==> src/rtl/calc_console.sv <==
// ============================================================================
//  Module      : calc_console
//  Description : Calculator front panel: button debounce, program memory
//                editor, handshaked ALU sequencer and glyph generator.
//  Revision    : 1.0 - initial parametrised release
// ============================================================================
`default_nettype none

module calc_console #(
    parameter int N_DIGITS   = 4,
    parameter int DATA_W     = 8,
    parameter int ADDR_W     = 5,
    parameter int SAMPLE_DIV = 5000,
    parameter int DEB_LEN    = 8
) (
    input  logic                    clk,
    input  logic                    rst,
    input  logic                    mode_read,
    input  logic                    mode_write,
    input  logic                    mode_exec,
    input  logic                    btn_inc,
    input  logic                    btn_dec,
    input  logic                    btn_next,
    input  logic                    btn_enter,
    input  logic                    sign_neg,
    output logic                    alu_req,
    output logic [1:0]              alu_op,
    output logic [DATA_W-1:0]       alu_a,
    output logic [DATA_W-1:0]       alu_b,
    input  logic                    alu_ack,
    input  logic [2*DATA_W-1:0]     alu_result,
    input  logic                    alu_err,
    output logic [5*N_DIGITS-1:0]   glyph,
    output logic [3:0]              state_o
);

    localparam int c_NN     = (DATA_W + 2) / 4;
    localparam int c_TOP    = DATA_W - 1 - 4 * (c_NN - 1);
    localparam int c_CUR_W  = (c_NN > 1) ? $clog2(c_NN) : 1;
    localparam int c_PAD_W  = 4 * c_NN;
    localparam int c_CNT_W  = $clog2(SAMPLE_DIV + 1);
    localparam int c_MEM_W  = 2 + 2 * DATA_W;
    localparam int c_GW     = 5 * N_DIGITS;
    localparam int c_MAGW   = 4 * N_DIGITS + 2 * DATA_W;
    localparam int c_ADIG   = (ADDR_W + 3) / 4;
    localparam int c_APAD_W = 4 * c_ADIG;

    localparam logic [4:0] c_G_BLANK = 5'h10;
    localparam logic [4:0] c_G_MINUS = 5'h11;
    localparam logic [4:0] c_G_OVF   = 5'h12;
    localparam logic [4:0] c_G_A     = 5'h13;
    localparam logic [4:0] c_G_P     = 5'h14;

    localparam logic [3:0] c_IDLE    = 4'd0;
    localparam logic [3:0] c_ADDR    = 4'd1;
    localparam logic [3:0] c_WR_OP   = 4'd2;
    localparam logic [3:0] c_WR_A    = 4'd3;
    localparam logic [3:0] c_WR_B    = 4'd4;
    localparam logic [3:0] c_RD      = 4'd5;
    localparam logic [3:0] c_EX_REQ  = 4'd6;
    localparam logic [3:0] c_EX_WAIT = 4'd7;
    localparam logic [3:0] c_SHOW    = 4'd8;

    logic [3:0]               r_state, w_state_nxt;
    logic [c_CNT_W-1:0]       r_smp_cnt;
    logic                     w_strobe;
    logic [3:0]               w_btn, w_ev;
    logic                     w_act_enter, w_act_next, w_act_inc, w_act_dec;
    logic                     w_any_mode;
    logic [ADDR_W-1:0]        r_addr;
    logic [1:0]               r_op;
    logic [DATA_W-1:0]        r_a, r_b;
    logic [DATA_W-2:0]        r_mag, w_mag_next;
    logic [c_CUR_W-1:0]       r_cursor, w_cursor_next;
    logic [1:0]               r_view;
    logic [2*DATA_W-1:0]      r_res, w_res_abs;
    logic                     r_err;
    logic [c_MEM_W-1:0]       r_mem [2**ADDR_W];
    logic [c_MEM_W-1:0]       w_word;
    logic [1:0]               w_mem_op;
    logic [DATA_W-1:0]        w_mem_a, w_mem_b, w_a_abs, w_b_abs, w_enc;
    logic                     w_mem_we;
    logic [c_PAD_W-1:0]       w_pad;
    logic [3:0]               w_nib, w_mask;
    logic [c_APAD_W-1:0]      w_addr_pad;

    function automatic logic [DATA_W-1:0] f_enc(input logic [DATA_W-2:0] mag, input logic neg);
        logic [DATA_W-1:0] ext;
        ext = {1'b0, mag};
        return neg ? -ext : ext;
    endfunction

    function automatic logic [DATA_W-1:0] f_abs(input logic [DATA_W-1:0] v);
        return v[DATA_W-1] ? -v : v;
    endfunction

    // Sign in the leftmost digit, zero-padded hex magnitude below it.
    function automatic logic [c_GW-1:0] f_num(input logic neg, input logic [c_MAGW-1:0] mag);
        logic [c_GW-1:0] g;
        g = {N_DIGITS{c_G_BLANK}};
        if (|(mag >> (4 * (N_DIGITS - 1)))) begin
            g[4:0] = c_G_OVF;
        end else begin
            for (int k = 0; k < N_DIGITS - 1; k++) g[5*k +: 5] = {1'b0, mag[4*k +: 4]};
            g[5*(N_DIGITS-1) +: 5] = (neg && mag != '0) ? c_G_MINUS : c_G_BLANK;
        end
        return g;
    endfunction

    // ------------------------------------------------------------ debounce
    assign w_strobe = (r_smp_cnt == c_CNT_W'(SAMPLE_DIV - 1));
    assign w_btn    = {btn_enter, btn_next, btn_dec, btn_inc};

    always_ff @(posedge clk or posedge rst) begin
        if (rst)           r_smp_cnt <= '0;
        else if (w_strobe) r_smp_cnt <= '0;
        else               r_smp_cnt <= r_smp_cnt + c_CNT_W'(1);
    end

    for (genvar gi = 0; gi < 4; gi++) begin : g_deb
        logic [DEB_LEN-1:0] r_sh;
        logic [DEB_LEN-1:0] w_sh_new;
        logic               r_ev;
        assign w_sh_new = {r_sh[DEB_LEN-2:0], w_btn[gi]};
        assign w_ev[gi] = r_ev;
        always_ff @(posedge clk or posedge rst) begin
            if (rst) begin
                r_sh <= '0;
                r_ev <= 1'b0;
            end else begin
                r_ev <= w_strobe & (&w_sh_new) & ~(&r_sh);
                if (w_strobe) r_sh <= w_sh_new;
            end
        end
    end

    assign w_act_enter = w_ev[3];
    assign w_act_next  = w_ev[2] & ~w_ev[3];
    assign w_act_inc   = w_ev[0] & ~w_ev[3] & ~w_ev[2];
    assign w_act_dec   = w_ev[1] & ~w_ev[3] & ~w_ev[2] & ~w_ev[0];
    assign w_any_mode  = mode_exec | mode_read | mode_write;

    // -------------------------------------------------------------- memory
    assign w_word   = r_mem[r_addr];
    assign w_mem_op = w_word[c_MEM_W-1 -: 2];
    assign w_mem_b  = w_word[2*DATA_W-1:DATA_W];
    assign w_mem_a  = w_word[DATA_W-1:0];
    assign w_a_abs  = f_abs(w_mem_a);
    assign w_b_abs  = f_abs(w_mem_b);
    assign w_enc    = f_enc(r_mag, sign_neg);
    assign w_mem_we = w_any_mode && (r_state == c_WR_B) && w_act_enter;

    always_ff @(posedge clk) begin
        if (w_mem_we) r_mem[r_addr] <= {r_op, w_enc, r_a};
    end

    // Per-nibble edit without carry; top nibble wraps within its valid bits.
    always_comb begin
        w_pad  = c_PAD_W'(r_mag);
        w_nib  = 4'd0;
        w_mask = 4'hF;
        for (int k = 0; k < c_NN; k++) begin
            if (r_cursor == c_CUR_W'(k)) begin
                w_mask = (k == c_NN - 1) ? 4'((1 << c_TOP) - 1) : 4'hF;
                w_nib  = w_pad[4*k +: 4];
                w_nib  = (w_act_inc ? w_nib + 4'd1 : w_nib - 4'd1) & w_mask;
                w_pad[4*k +: 4] = w_nib;
            end
        end
        w_mag_next = w_pad[DATA_W-2:0];
    end

    assign w_cursor_next = (r_cursor == c_CUR_W'(c_NN - 1)) ? '0 : r_cursor + c_CUR_W'(1);

    // ------------------------------------------------------------ datapath
    always_ff @(posedge clk or posedge rst) begin
        if (rst) begin
            r_addr   <= '0;
            r_op     <= '0;
            r_a      <= '0;
            r_b      <= '0;
            r_mag    <= '0;
            r_cursor <= '0;
            r_view   <= '0;
            r_res    <= '0;
            r_err    <= 1'b0;
            alu_op   <= '0;
            alu_a    <= '0;
            alu_b    <= '0;
        end else if (w_any_mode) begin
            case (r_state)
                c_ADDR: begin
                    if (w_act_enter) begin
                        r_view <= 2'd0;
                        if (!mode_exec && !mode_read) begin
                            r_op <= w_mem_op;
                            r_a  <= w_mem_a;
                            r_b  <= w_mem_b;
                        end
                    end else if (w_act_inc) begin
                        r_addr <= r_addr + ADDR_W'(1);
                    end else if (w_act_dec) begin
                        r_addr <= r_addr - ADDR_W'(1);
                    end
                end
                c_WR_OP: begin
                    if (w_act_enter) begin
                        r_cursor <= '0;
                        r_mag    <= w_a_abs_edit(r_a);
                    end else if (w_act_inc) begin
                        r_op <= r_op + 2'd1;
                    end else if (w_act_dec) begin
                        r_op <= r_op - 2'd1;
                    end
                end
                c_WR_A, c_WR_B: begin
                    if (w_act_enter) begin
                        r_cursor <= '0;
                        if (r_state == c_WR_A) begin
                            r_a   <= w_enc;
                            r_mag <= w_a_abs_edit(r_b);
                        end
                    end else if (w_act_next) begin
                        r_cursor <= w_cursor_next;
                    end else if (w_act_inc || w_act_dec) begin
                        r_mag <= w_mag_next;
                    end
                end
                c_RD: begin
                    if (w_act_next) r_view <= (r_view == 2'd2) ? 2'd0 : r_view + 2'd1;
                end
                c_EX_REQ: begin
                    alu_op <= w_mem_op;
                    alu_a  <= w_mem_a;
                    alu_b  <= w_mem_b;
                end
                c_EX_WAIT: begin
                    if (alu_ack) begin
                        r_res <= alu_result;
                        r_err <= alu_err;
                    end
                end
                default: ;
            endcase
        end
    end

    function automatic logic [DATA_W-2:0] w_a_abs_edit(input logic [DATA_W-1:0] v);
        logic [DATA_W-1:0] m;
        m = f_abs(v);
        return m[DATA_W-2:0];
    endfunction

    // ----------------------------------------------------------------- FSM
    always_ff @(posedge clk or posedge rst) begin
        if (rst) r_state <= c_IDLE;
        else     r_state <= w_state_nxt;
    end

    always_comb begin
        w_state_nxt = r_state;
        if (!w_any_mode) begin
            w_state_nxt = c_IDLE;
        end else begin
            case (r_state)
                c_IDLE:    w_state_nxt = c_ADDR;
                c_ADDR:    if (w_act_enter) w_state_nxt = mode_exec ? c_EX_REQ :
                                                          mode_read ? c_RD : c_WR_OP;
                c_WR_OP:   if (w_act_enter) w_state_nxt = c_WR_A;
                c_WR_A:    if (w_act_enter) w_state_nxt = c_WR_B;
                c_WR_B:    if (w_act_enter) w_state_nxt = c_ADDR;
                c_RD:      if (w_act_enter) w_state_nxt = c_ADDR;
                c_EX_REQ:  w_state_nxt = c_EX_WAIT;
                c_EX_WAIT: if (alu_ack) w_state_nxt = c_SHOW;
                c_SHOW:    if (w_act_enter) w_state_nxt = c_ADDR;
                default:   w_state_nxt = c_IDLE;
            endcase
        end
    end

    assign w_res_abs  = r_res[2*DATA_W-1] ? -r_res : r_res;
    assign w_addr_pad = c_APAD_W'(r_addr);

    always_comb begin
        glyph   = {N_DIGITS{c_G_BLANK}};
        alu_req = (r_state == c_EX_WAIT) && w_any_mode;
        state_o = r_state;
        case (r_state)
            c_ADDR: begin
                glyph[5*(N_DIGITS-1) +: 5] = c_G_A;
                for (int k = 0; k < c_ADIG; k++) glyph[5*k +: 5] = {1'b0, w_addr_pad[4*k +: 4]};
            end
            c_WR_OP: begin
                glyph[5*(N_DIGITS-1) +: 5] = c_G_P;
                glyph[4:0] = {3'b000, r_op};
            end
            c_WR_A, c_WR_B: glyph = f_num(sign_neg, c_MAGW'(r_mag));
            c_RD: begin
                case (r_view)
                    2'd1:    glyph = f_num(w_mem_a[DATA_W-1], c_MAGW'(w_a_abs));
                    2'd2:    glyph = f_num(w_mem_b[DATA_W-1], c_MAGW'(w_b_abs));
                    default: begin
                        glyph[5*(N_DIGITS-1) +: 5] = c_G_P;
                        glyph[4:0] = {3'b000, w_mem_op};
                    end
                endcase
            end
            c_SHOW: begin
                if (r_err) glyph[4:0] = c_G_OVF;
                else       glyph = f_num(r_res[2*DATA_W-1], c_MAGW'(w_res_abs));
            end
            default: ;
        endcase
    end

endmodule

`default_nettype wire

==> config.mk <==
export PLATFORM = sky130hd
export DESIGN_NAME = calc_console
export DESIGN_NICKNAME = d
export VERILOG_FILES = /design/src/rtl/calc_console.sv
export SDC_FILE = /design/constraint.sdc
export NUM_CORES = 1
export LEC_CHECK = 0
export BUFFER_PORTS_ARGS = -buffer_cell sky130_fd_sc_hd__buf_2
export CAP_MARGIN = 15
export CORE_MARGIN = 1.5
export CORE_UTILIZATION = 40
export DETAILED_ROUTE_END_ITERATION = 16
export PLACE_DENSITY_LB_ADDON = 0.2
export RECOVER_POWER = 25
export SLEW_MARGIN = 20
export SYNTH_ARGS = -nofsm -noshare
export SYNTH_HDL_FRONTEND = slang
export SYNTH_SLANG_ARGS = --single-unit
==> constraint.sdc <==
create_clock -name clk -period 5 [get_ports clk]
set_input_delay 1.5 -clock clk [delete_from_list [all_inputs] [get_ports clk]]
set_output_delay 1.5 -clock clk [all_outputs]
set_load 0.05 [all_outputs]
# ---- Word-level counts from Yosys, hierarchy flattened
# Memory sizes are Yosys's and may differ from the RTL's.
# Cells that the tools add are included.
dict set report totals {
  ff_bits 121
  ramBits 576
  in_bits 28
  output_inout_bits 43
  elab_cells 202
  n_memories 1
}
dict set report classes {
  addsub 17
  n_eq_ne 30
  n_mux 65
  bitwise 23
  reduce_logical 43
}
# memory depth width read_ports rd_clocked_by_memory_dff write_ports line
set memory_table {}
lappend memory_table {r_mem 32 18 1 0 1 78} ;# logic [c_MEM_W-1:0] r_mem [2**ADDR_W];
# op count
set ops {}
lappend ops {{8-bit AND reduction} 8}
lappend ops {{8-bit 2-to-1 mux} 7}
lappend ops {{5-bit case mux with 5 select lines} 2}
lappend ops {{7-bit 2-to-1 mux} 7}
lappend ops {{3-bit != test, second input constant} 11}
lappend ops {{4-bit 2-to-1 mux} 8}
lappend ops {{4-bit case mux with 7 select lines} 1}
lappend ops {{11-bit 2-to-1 mux} 2}
lappend ops {{5-bit 2-to-1 mux} 4}
lappend ops {{10-bit case mux with 2 select lines} 1}
lappend ops {{5-bit case mux with 4 select lines} 1}
lappend ops {{4-bit by 3-bit == test with 1-bit output, second input constant} 4}
lappend ops {{16-bit 2-to-1 mux} 1}
lappend ops {{2-bit 2-to-1 mux} 8}
lappend ops {{16-bit negator} 1}
lappend ops {{8-bit negator} 2}
lappend ops {{8-bit case mux with 2 select lines} 1}
lappend ops {{4-bit AND reduction} 4}
lappend ops {{16-bit nonzero test} 1}
lappend ops {{8-bit nonzero test} 2}
lappend ops {{5-bit case mux with 3 select lines} 1}
lappend ops {{1-bit AND} 14}
lappend ops {{2-bit != test, second input constant} 7}
lappend ops {{7-bit negator} 2}
lappend ops {{other kinds (42)} 78}

# ---- Longest topological paths before layout
dict set report logic_depth {
  depth_word 9
  depth_mapped 16
  depth_no_buf 12
}

# ---- Worst setup path before layout
# Ideal clock, no wire load.
dict set report synth_path {
  path_type {register -> output}
  start {register r_addr[0]}
  end {output port glyph[5]}
  t_arrival_ns 3.668
  required_ns 3.500
  path_slack_ns -0.168
  path_stages_with_launch 15
  path_cell_list {dfrtp_1 buf_6 buf_2 mux2i_1 o22ai_1 nor4_1 nand2_1 inv_1 ha_1 inv_1 or3_1 nand2_1 xnor2_1 a22oi_1 o21ai_0}
}
dict set report synth_via {
  elab_chain_cells 5
}
# item line
set synth_rtl {}
lappend synth_rtl {{start: declaration} 70} ;# logic [ADDR_W-1:0] r_addr;
lappend synth_rtl {{start signal: assignment} 201} ;# r_addr <= r_addr + ADDR_W'(1);
lappend synth_rtl {{start signal: assignment} 203} ;# r_addr <= r_addr - ADDR_W'(1);
lappend synth_rtl {{memory 32 x 18 bit (*)} n/a}
lappend synth_rtl {{8-bit negator} 94} ;# return v[DATA_W-1] ? -v : v;
lappend synth_rtl {{8-bit 2-to-1 mux} 94}
lappend synth_rtl {{10-bit case mux with 2 select lines (*)} 299} ;# case (r_view)
lappend synth_rtl {{5-bit case mux with 4 select lines (*)} 288} ;# case (r_state)
lappend synth_rtl {{end: declaration} 33} ;# output logic [5*N_DIGITS-1:0] glyph,
# Mark *: on every way between the ends. The rest lies on a longest branch, timed or not.

# ---- Final worst setup path
dict set report layout_path {
  start {register r_addr[0]}
  end {output port glyph[15]}
}
dict set report layout_via {
  elab_chain_cells 8
}
# item line
set layout_rtl {}
lappend layout_rtl {{memory 32 x 18 bit (*)} n/a}
lappend layout_rtl {{8-bit negator} 94}
lappend layout_rtl {{8-bit 2-to-1 mux} 94}
lappend layout_rtl {{8-bit nonzero test} 105} ;# g[5*(N_DIGITS-1) +: 5] = (neg && mag != '0) ? c_G_MINUS : c_G_BLANK;
lappend layout_rtl {{1-bit logical AND} 105}
lappend layout_rtl {{1-bit 2-to-1 mux} 105}
lappend layout_rtl {{3-bit case mux with 2 select lines (*)} 299}
lappend layout_rtl {{5-bit case mux with 5 select lines (*)} 288}
# Marked as above.

==> flow_metrics.py <==
metrics = {
    "synth": {
        "async_flop_share": 0.174,
        "synth_compound_area_frac": 0.0626,
        "synth_top_family_by_area": "multiplexers",
        "ys.warnings.count": 0,
        "syn-instance-count": 1965,
        "synthAdderAreaFrac": 0.00884,
        "ys_seq_elements": 697,
        "synth_xor_area_frac": 0.0175,
        "dominantRegCellSynth": "edfxtp_1",
        "synthTopCellsByArea": "edfxtp_1, dfrtp_1, mux2i_1",
        "syn_area_sq_um": 29500,
        "synth_edf_count": 576,
        "yosys.area.top_type_share": 0.587,
        "syn-num-nets": 2012,
        "yosysSeqAreaShare": 0.690,
        "synth_simple_gate_area_frac": 0.0771,
        "synth.area.mux_share": 0.116,
        "post-synth-top-area-cell": "edfxtp_1",
        "syn_area_per_cell_sq_um": 15.0,
        "synth.distinct_cells": 79,
    },
    "sta": {
        "setup_viol": 9,
        "worstMarginPinSlew_ps": 1860,
        "slew_headroom": -0.241,
        "hold_viol_final": 0,
        "finalMaxSlewViolations": 75,
        "fin_crit_ps": 5540,
        "setup_slack_ps": -540,
        "max_freq_mhz": 180,
        "finalClockSkew_ps": 21.6,
        "fin_crit_sh": 1.11,
        "holdWs_ps": 478,
        "rsz0062_at_grt": "true",
    },
    "critical_path": {
        "critPathLaunchType": "flop",
        "crit_type": "flop to primary output",
        "worst_ep_required_time_ps": 3500,
        "cp-end-kind": "primary output",
        "arrival_ps": 4040,
        "cp_max_fo": 7,
    },
    "final_layout": {
        "drive_above_1_share": 0.275,
        "final_util": 0.495,
        "fin_nets": 2300,
        "areaGrowthSynthToFinish_pct": 22.5,
        "num_antenna_cells": 0,
    },
    "cts": {
        "clock_sinks": 697,
        "clockRootBuffer": "clkbuf_16",
        "clkTransAtPathRegs_ps": 60,
        "clock_path_buffers": 3,
        "tritoncts": "done",
        "numCtsBuffers": 76,
        "htreeDepth": 3,
        "cts_hold_buf": 0,
        "clkLatencyLatePin_ps": 620,
    },
    "floorplanning": {
        "initial_utilization": 0.404,
        "io_pins": 71,
        "die_w_um": 274,
        "core-area_sq_um": 73000,
        "die_y_um": 274,
        "die_area_sq_um": 75300,
        "rows": 99,
    },
    "drt": {
        "postRouteAntennaNets": 0,
        "avgViaCountPerCell": 5.69,
        "drc": 0,
        "drt_iter0_drc": 1646,
        "vias": 18600,
        "wirelength_um": 89200,
        "avgRoutedWirePerCell_um": 27.2,
        "dr.pass1.iters": 5,
    },
    "flow_run": {
        "maxCapViolations": 2,
    },
    "global_route": {
        "grt_pass1_vias": 18200,
        "grt_use_met3": 0.0409,
        "overflow": 0,
        "grt_busiest_layer": "met2",
        "antenna_found_initial": 0,
        "grt_pass1_wl_um": 128000,
        "grt_max_degree": 91,
        "grt.total_usage": 0.238,
        "met1_usage": 0.337,
        "met2_usage": 0.376,
    },
    "placed_design": {
        "dpl.hpwl_um": 55600,
        "place.gp.congestion": 0.904,
        "post-place-ws_ps": -433,
        "port-buffer-count": 68,
    },
    "pwr": {
        "p_leak_uw": 0.0141,
        "ir_worst_vdd_mv": 0.467,
        "p_per_area_nw_per_um2": 453,
    },
    "min_path": {
        "hp-class": "flop to flop",
    },
    "outcome": {
        "violations": "capacitance limit, slew limit, setup timing",
        "status": "finished, violations left",
    },
}
==> final timing paths <==
check	slack, ps	cells past startpoint	to	from
worst max-delay path	-540	17	glyph[15]	r_addr[0]
worst min-delay path	480	2	g_deb[0].r_sh[7]	g_deb[0].r_sh[7]
worst max register to register	1410	8	r_mag[6]	g_deb[3].r_ev
worst min register to register	480	2	g_deb[0].r_sh[7]	g_deb[0].r_sh[7]
max in group asynchronous	3040	3	alu_b[7]	rst
min in group asynchronous	1100	2	r_res[12]	rst
==> report_power, final <==
group	switching [uW]	internal [uW]	total [uW]
sequential	531	7210	7740
combinational	1970	909	2880
clock	2300	3440	5740
total	4800	11600	16400
==> flip-flops by register name, indices dropped and copies added (netlist names), 4 cells and up <==
name,flops
r_mem,576
alu_a,8
r_mag,7
g_deb.r_sh,32
g_deb.r_ev,4
r_a,8
r_smp_cnt,13
r_addr,5
r_res,16
r_b,8
alu_b,8
state_o,4
==> logic make-up after synthesis <==
kind of cell / after synthesis
other: 2
xor gates and xnor gates: 59
buffers and inverters: 145
and+or+nand+nor: 440
DFF: 697
adders and majority gates: 19
AOI/OAI and AO/OA: 286
muxes: 317
==> worst max-delay path, stage by stage, from the launching register on <==
cell	delay (ps)
dfrtp_4	510
buf_12	160
buf_12	150
buf_8	130
buf_6	130
mux2i_2	200
o22ai_2	120
nor4_4	320
nand2_2	170
buf_4	180
nor4_4	270
buf_4	170
nor3b_4	210
inv_2	60
o221ai_1	190
nand4b_1	150
buf_6	180
buf_12	140
==> per-stage QoR <==
step / cell area [sq um] / setup TNS (ps) / total power [uW] / std cells
after floorplan: 29500 / 0 / 9500 / 1965
after global placement: 32300 / -1790 / 10500 / 3082
after detailed placement: 32300 / -1780 / 10600 / 3082
after CTS: 35800 / -2780 / 16400 / 3264
after global routing: 36100 / -4250 / 16900 / 3274
final: 36100 / -2990 / 16400 / 3274
==> layout make-up <==
class	instances	area (sq um)
clock buffer	101	2140
fill	6123	36900
clock inverter	39	410
timing repair buffer	319	2850
multi-input combinational	1123	9010
tap	959	1200
sequential	697	20300
inverter	36	140
==> placed cells by master, fill, tap and decap left out, types with 13 or more instances in the layout <==
cell	netlist	routed
xor2_1	20	18
buf_2	24	57
edfxtp_1	576	576
mux2_2	33	33
mux2i_1	268	251
o22ai_2	1	17
o22ai_1	131	115
o21ai_0	34	26
xnor2_1	39	33
nor4_1	23	13
clkbuf_1	38	19
mux2i_2	0	13
a31oi_1	19	18
dfrtp_1	121	117
inv_1	35	29
clkbuf_16	0	80
buf_12	0	25
a21oi_1	36	36
buf_4	17	189
mux4_2	16	16
ha_1	16	15
nor4_2	15	21
nand3_1	25	25
nor2_2	0	34
buf_6	22	31
nor2_1	107	72
clkinv_1	1	16
nand2_1	169	165
==> what timing repair did <==
action	4_1_cts	5_1_grt
cloned	5	0
setup endpoints to repair	14	12
gates resized for setup	118	52
pin swaps	25	19
buffers inserted	37	11
==> per-layer routing <==
metal  share of wire  up-vias
li1                -     8146
met1            0.43     9568
met2            0.46      765
met3           0.080      143
met4           0.027        0
met5               0        -
==> synthesized netlist by cell type (all sizes together) (9+ instances only) <==
master  number
edfxtp     576
mux2i      268
nand2      174
o22ai      132
dfrtp      121
nor2       107
buf         68
clkbuf      41
nor4        39
xnor2       39
o21ai       37
a21oi       36
inv         35
mux2        33
nand3       25
xor2        20
a31oi       19
ha          16
mux4        16
nor2b       12
nor3        12
o31ai       12
nand2b       9
nand4b       9
o211ai       9
or3          9
Power figures use the tool's default switching activity.
